[src/rtl/dac_cfg_loader.sv]
// Serial configuration loader: framed, addressed, even-parity words land in per-channel
// shadow registers, and a load strobe commits every shadow register to cfg_out at once.
module dac_cfg_loader #(
    parameter int NCH = 4,
    parameter int W   = 8
) (
    input  logic             clk,
    input  logic             rst,
    input  logic             sdi,
    input  logic             sen,
    input  logic             load,
    input  logic             clr_err,
    output logic [NCH*W-1:0] cfg_out,
    output logic             busy,
    output logic             frame_ok,
    output logic             frm_err
);

    localparam int AW   = (NCH > 1) ? $clog2(NCH) : 1;
    localparam int MAXF = (W > AW) ? W : AW;
    localparam int CW   = $clog2(MAXF) + 1;
    localparam logic [AW:0] NCH_LIM = (AW+1)'(NCH);

    typedef enum logic [1:0] {IDLE, ADDR, DATA, PAR} state_t;

    state_t         state;
    logic [CW-1:0]  bit_cnt;
    logic [AW-1:0]  addr_sr;
    logic [W-1:0]   data_sr;
    logic [W-1:0]   shadow [NCH];
    logic           parity_ok;
    logic           addr_ok;

    // sdi carries the parity bit while in PAR, so the whole frame is checked on that edge
    assign parity_ok = ~(^{addr_sr, data_sr, sdi});
    assign addr_ok   = ({1'b0, addr_sr} < NCH_LIM);

    always_ff @(posedge clk or negedge rst) begin
        if (!rst) begin
            state    <= IDLE;
            bit_cnt  <= '0;
            addr_sr  <= '0;
            data_sr  <= '0;
            busy     <= 1'b0;
            frame_ok <= 1'b0;
            frm_err  <= 1'b0;
            for (int k = 0; k < NCH; k++) shadow[k] <= '0;
        end else begin
            frame_ok <= 1'b0;
            if (clr_err) frm_err <= 1'b0;
            case (state)
                IDLE: begin
                    if (sen && sdi) begin
                        state   <= ADDR;
                        bit_cnt <= CW'(AW - 1);
                        busy    <= 1'b1;
                    end
                end
                ADDR: begin
                    if (!sen) begin
                        state   <= IDLE;
                        bit_cnt <= '0;
                        busy    <= 1'b0;
                    end else begin
                        addr_sr <= AW'({addr_sr, sdi});
                        if (bit_cnt == '0) begin
                            state   <= DATA;
                            bit_cnt <= CW'(W - 1);
                        end else begin
                            bit_cnt <= bit_cnt - 1'b1;
                        end
                    end
                end
                DATA: begin
                    if (!sen) begin
                        state   <= IDLE;
                        bit_cnt <= '0;
                        busy    <= 1'b0;
                    end else begin
                        data_sr <= W'({data_sr, sdi});
                        if (bit_cnt == '0) begin
                            state   <= PAR;
                            bit_cnt <= '0;
                        end else begin
                            bit_cnt <= bit_cnt - 1'b1;
                        end
                    end
                end
                PAR: begin
                    state   <= IDLE;
                    bit_cnt <= '0;
                    busy    <= 1'b0;
                    // an error set here overrides a clr_err seen on the same edge
                    if (sen) begin
                        if (parity_ok && addr_ok) begin
                            for (int k = 0; k < NCH; k++)
                                if (addr_sr == AW'(k)) shadow[k] <= data_sr;
                            frame_ok <= 1'b1;
                        end else begin
                            frm_err <= 1'b1;
                        end
                    end
                end
                default: state <= IDLE;
            endcase
        end
    end

    // cfg_out takes the pre-edge shadow contents, so a coinciding write needs a later load
    always_ff @(posedge clk or negedge rst) begin
        if (!rst) begin
            cfg_out <= '0;
        end else if (load) begin
            for (int k = 0; k < NCH; k++) cfg_out[k*W +: W] <= shadow[k];
        end
    end

endmodule

[config.mk]
export PLATFORM = sky130hd
export DESIGN_NAME = dac_cfg_loader
export DESIGN_NICKNAME = d
export VERILOG_FILES = /design/src/rtl/dac_cfg_loader.sv
export SDC_FILE = /design/constraint.sdc
export NUM_CORES = 1
export LEC_CHECK = 0
export BUFFER_PORTS_ARGS = -buffer_cell sky130_fd_sc_hd__clkbuf_2
export CAP_MARGIN = 20
export CORE_MARGIN = 2
export CORE_UTILIZATION = 57
export DETAILED_ROUTE_END_ITERATION = 7
export GPL_TIMING_DRIVEN = 0
export PLACE_DENSITY = 0.78
export SLEW_MARGIN = 40
export SYNTH_ARGS = -nofsm -noshare
export SYNTH_HDL_FRONTEND = slang
export SYNTH_SLANG_ARGS = --single-unit
[constraint.sdc]
create_clock -name clk -period 5.7 [get_ports clk]
set_input_delay 1.14 -clock clk [delete_from_list [all_inputs] [get_ports clk]]
set_output_delay 1.14 -clock clk [all_outputs]
set_load 0.005 [all_outputs]
==> impl_results.md <==
- Detailed placement HPWL: 3.777 mm
- Number of optimization iterations in the first detailed-route pass: 6
- CTS tree: built
- Peak clock frequency supported by timing: 347.4 MHz
- Synthesized area per cell: 15.46 µm²
- Post-synthesis net count: 231
- Slew HR: 53.47%
- DRC errors left: 0
- Total power density per cell area: 377.9 nW/µm²
- Time the final worst path needs with I/O delays and setup: 2.878 ns
- Cell leakage power: 0.002058 µW
- Worst min-delay path class: flop to flop
- Data required, critical path: 5.94 ns
- Cts bufs inserted: 9
- Arrival time at the worst endpoint: 3.12 ns
- Vertical die dimension: 81.24 µm
- Hold Fails Final Rpt: 0
- Amount of wire on met3 after detailed routing: 155 µm
- Post-CTS clock slew at the launch and capture registers of the worst setup and hold paths: 0.09 ns
- Number of nets at the end of the flow: 281
- Initial core utilization: 58.13%
- Share of post-route cells with drive strength above 1: 49.82%
- Fraction of the yosys area taken by sequential cells: 61.07%
- Top Ports: 41
- Buffers on Ports: 38
- # setup viols final: 0
- First-pass GRT wire length: 9.128 mm
- Per-cell via count in the routed design: 5.303
- Chip Width: 81.24 µm
- Met1 wire length: 2.736 mm
- Summed negative setup slack over all endpoints: 0 ns
- Antenna fix cells: 0
- All-layer global routing usage: 19.22%
- Mapped Cells: 220
- CTS Hold Buffers Added: 0
- Worst Path Max Fanout: 8
- Buffer depth of the longest clock path: 2
- Number of violations of the max-capacitance limit: 0
- Share of the clock period used by the worst path: 50.50%
- Most common library cell in the layout ignoring fill and taps: sky130_fd_sc_hd__dfrtp_1
- Status: finished, final reports clean
- Routed vias: 1856
- Number of H-tree branching levels: 3
- Number of antenna-violating nets in the routed design: 0
- Kind of start point of the critical path: input port
- Final Max Tran Viols: 0
- Die area: 6600 µm²
- Source-to-sink clock delay at the later pin of the worst-skew pair: 0.35 ns
- DRT Wirelength: 5.515 mm
- Area of the placeable core: 5851 µm²
- Classification of the worst setup path: input port to flop
- Worst setup EP type: flop
- Maximum clock skew at final layout: 0.01300 ns
- Routed met2 length: 2.511 mm
- Via count of the first global-routing pass: 1774
- Post-Syn Area: 3401 µm²
- Clock tree root buffer cell: sky130_fd_sc_hd__clkbuf_8
- Top sig layer: met4
- Largest net degree at the start of global routing: 50
- Flop and latch count out of synthesis: 83
- Post-detailed-route wirelength per cell: 15.76 µm
- DRT iter0 DRCs: 104
- Post-route worst hold slack: 0.4974 ns
- Initial antenna violation count: 0
- Highest ir drop seen on vdd: 0.0002430 V
- Number of unique standard cell types used by synthesis: 30
- Remaining Overflow, GRT: 0
- Routability congestion estimate: 0.7459
- Post-CTS Setup Repair Bufs: 0
- Count of cells resized by post-cts repair: 0
- FP Rows: 28
- Setup repair after global routing missed its margin: false
- Commonest non-fill, non-tap cells in the layout: 83 x sky130_fd_sc_hd__dfrtp_1, 67 x sky130_fd_sc_hd__mux2_2, 38 x sky130_fd_sc_hd__clkbuf_2
- Warnings, synthesis: 0
- Actual slew at the worst max-slew pin: 0.6965 ns
- P&R area growth vs syn: 15.56%
- Sinks on the clock net: 83
==> cells in the mapped netlist <==
library cell | instances | area, µm²
sky130_fd_sc_hd__a21boi_1 | 1 | 7.510
sky130_fd_sc_hd__a21o_1 | 1 | 7.510
sky130_fd_sc_hd__a21oi_1 | 2 | 10.01
sky130_fd_sc_hd__a22o_1 | 2 | 17.52
sky130_fd_sc_hd__a22oi_1 | 1 | 7.510
sky130_fd_sc_hd__buf_1 | 3 | 11.26
sky130_fd_sc_hd__buf_6 | 1 | 11.26
sky130_fd_sc_hd__clkbuf_1 | 2 | 7.510
sky130_fd_sc_hd__clkbuf_2 | 1 | 5.000
sky130_fd_sc_hd__dfrtp_1 | 83 | 2077
sky130_fd_sc_hd__ha_1 | 5 | 62.56
sky130_fd_sc_hd__inv_1 | 5 | 18.77
sky130_fd_sc_hd__mux2_2 | 67 | 754.5
sky130_fd_sc_hd__mux2_4 | 8 | 120.1
sky130_fd_sc_hd__nand2_1 | 6 | 22.52
sky130_fd_sc_hd__nand3_1 | 1 | 5.000
sky130_fd_sc_hd__nor2_1 | 4 | 15.01
sky130_fd_sc_hd__nor2b_1 | 1 | 6.260
sky130_fd_sc_hd__nor3_1 | 6 | 30.03
sky130_fd_sc_hd__nor3_2 | 1 | 10.01
sky130_fd_sc_hd__nor4_1 | 1 | 6.260
sky130_fd_sc_hd__nor4_4 | 1 | 21.27
sky130_fd_sc_hd__nor4b_4 | 1 | 23.77
sky130_fd_sc_hd__o21a_1 | 2 | 15.01
sky130_fd_sc_hd__o21ai_0 | 3 | 15.01
sky130_fd_sc_hd__o21bai_1 | 1 | 7.510
sky130_fd_sc_hd__or4_4 | 1 | 11.26
sky130_fd_sc_hd__xnor2_1 | 7 | 61.31
sky130_fd_sc_hd__xnor3_2 | 1 | 23.77
sky130_fd_sc_hd__xor2_1 | 1 | 8.760
==> sequential cells by signal, indices dropped and copies added (netlist names) <==
signal,flops
addr_sr,2
bit_cnt,4
busy,1
cfg_out,32
data_sr,8
frame_ok,1
frm_err,1
shadow,32
state,2
==> area by class of cell <==
class	instances	area [µm²]
Clock buffer	10	137.6
Sequential cell	83	2077
Timing Repair Buffer	39	226.5
Inverter	5	18.77
Multi-Input combinational cell	125	1270
Fill cell	410	1921
Buffer	7	35.03
Clock inverter	6	71.32
Tap cell	75	93.84
==> kinds of logic (layout without fill, tap and decap cells) <==
family                   count (synthesis)  count (layout)  share of synthesized area (%)
XOR/XNOR                                 9               9                          2.759
adder cells (fa/ha/maj)                  5               5                          1.840
multiplexers                            75              75                          25.72
AO/OA/AOI/OAI                           13              13                          2.576
flip-flops                              83              83                          61.07
AND/OR/NAND/NOR                         23              23                          4.452
buffers and inverters                   12              67                          1.582
==> worst paths after layout <==
path,to,start,depth (start not counted),slack [ns]
max reg2reg,shadow[20],data_sr[2],5,3.18
min in group asynchronous,cfg_out[23],rst,1,0.69
min,bit_cnt[3],bit_cnt[3],1,0.50
max,shadow[20],sdi,6,2.82
min reg2reg,bit_cnt[3],bit_cnt[3],1,0.50
max in group asynchronous,shadow[28],rst,2,4.50
==> where the power goes <==
| part | total (µW) | internal (µW) | switching (µW) | leakage, µW |
|---|---|---|---|---|
| sequential | 702 | 643 | 59.2 | 0.00115 |
| clock | 431 | 218 | 213 | 0.0000995 |
| combinational | 352 | 164 | 188 | 0.000812 |
==> worst max-delay path, stage by stage <==
cell,delay [ns]
sky130_fd_sc_hd__clkbuf_2,0.11
sky130_fd_sc_hd__xnor2_1,0.19
sky130_fd_sc_hd__xnor2_1,0.15
sky130_fd_sc_hd__xnor3_2,0.54
sky130_fd_sc_hd__nor4b_4,0.57
sky130_fd_sc_hd__mux2_2,0.41
==> routing by layer <==
layer | vias to the layer above | GRT usage, %
met5 | - | 0
met4 | 0 | 10.68
met3 | 7 | 3.778
met2 | 33 | 27.36
met1 | 933 | 27.76
li1 | 883 | -
==> per-stage QoR <==
| step | cells | total power [µW] | area, µm² | setup WS (ns) | util (%) |
|---|---|---|---|---|---|
| 4_1_cts | 350 | 1498 | 3930 | 2.808 | 67.17 |
| 3_3_place_gp | 333 | 1048 | 3685 | 2.453 | 62.98 |
| 6_report | 350 | 1485 | 3930 | 2.822 | 67.17 |
| 5_1_grt | 350 | 1569 | 3930 | 2.653 | 67.17 |
| 3_5_place_dp | 334 | 1065 | 3721 | 2.437 | 63.60 |
| 2_1_floorplan | 220 | 975.7 | 3401 | 2.757 | - |
(Power assumes the default switching activity.)
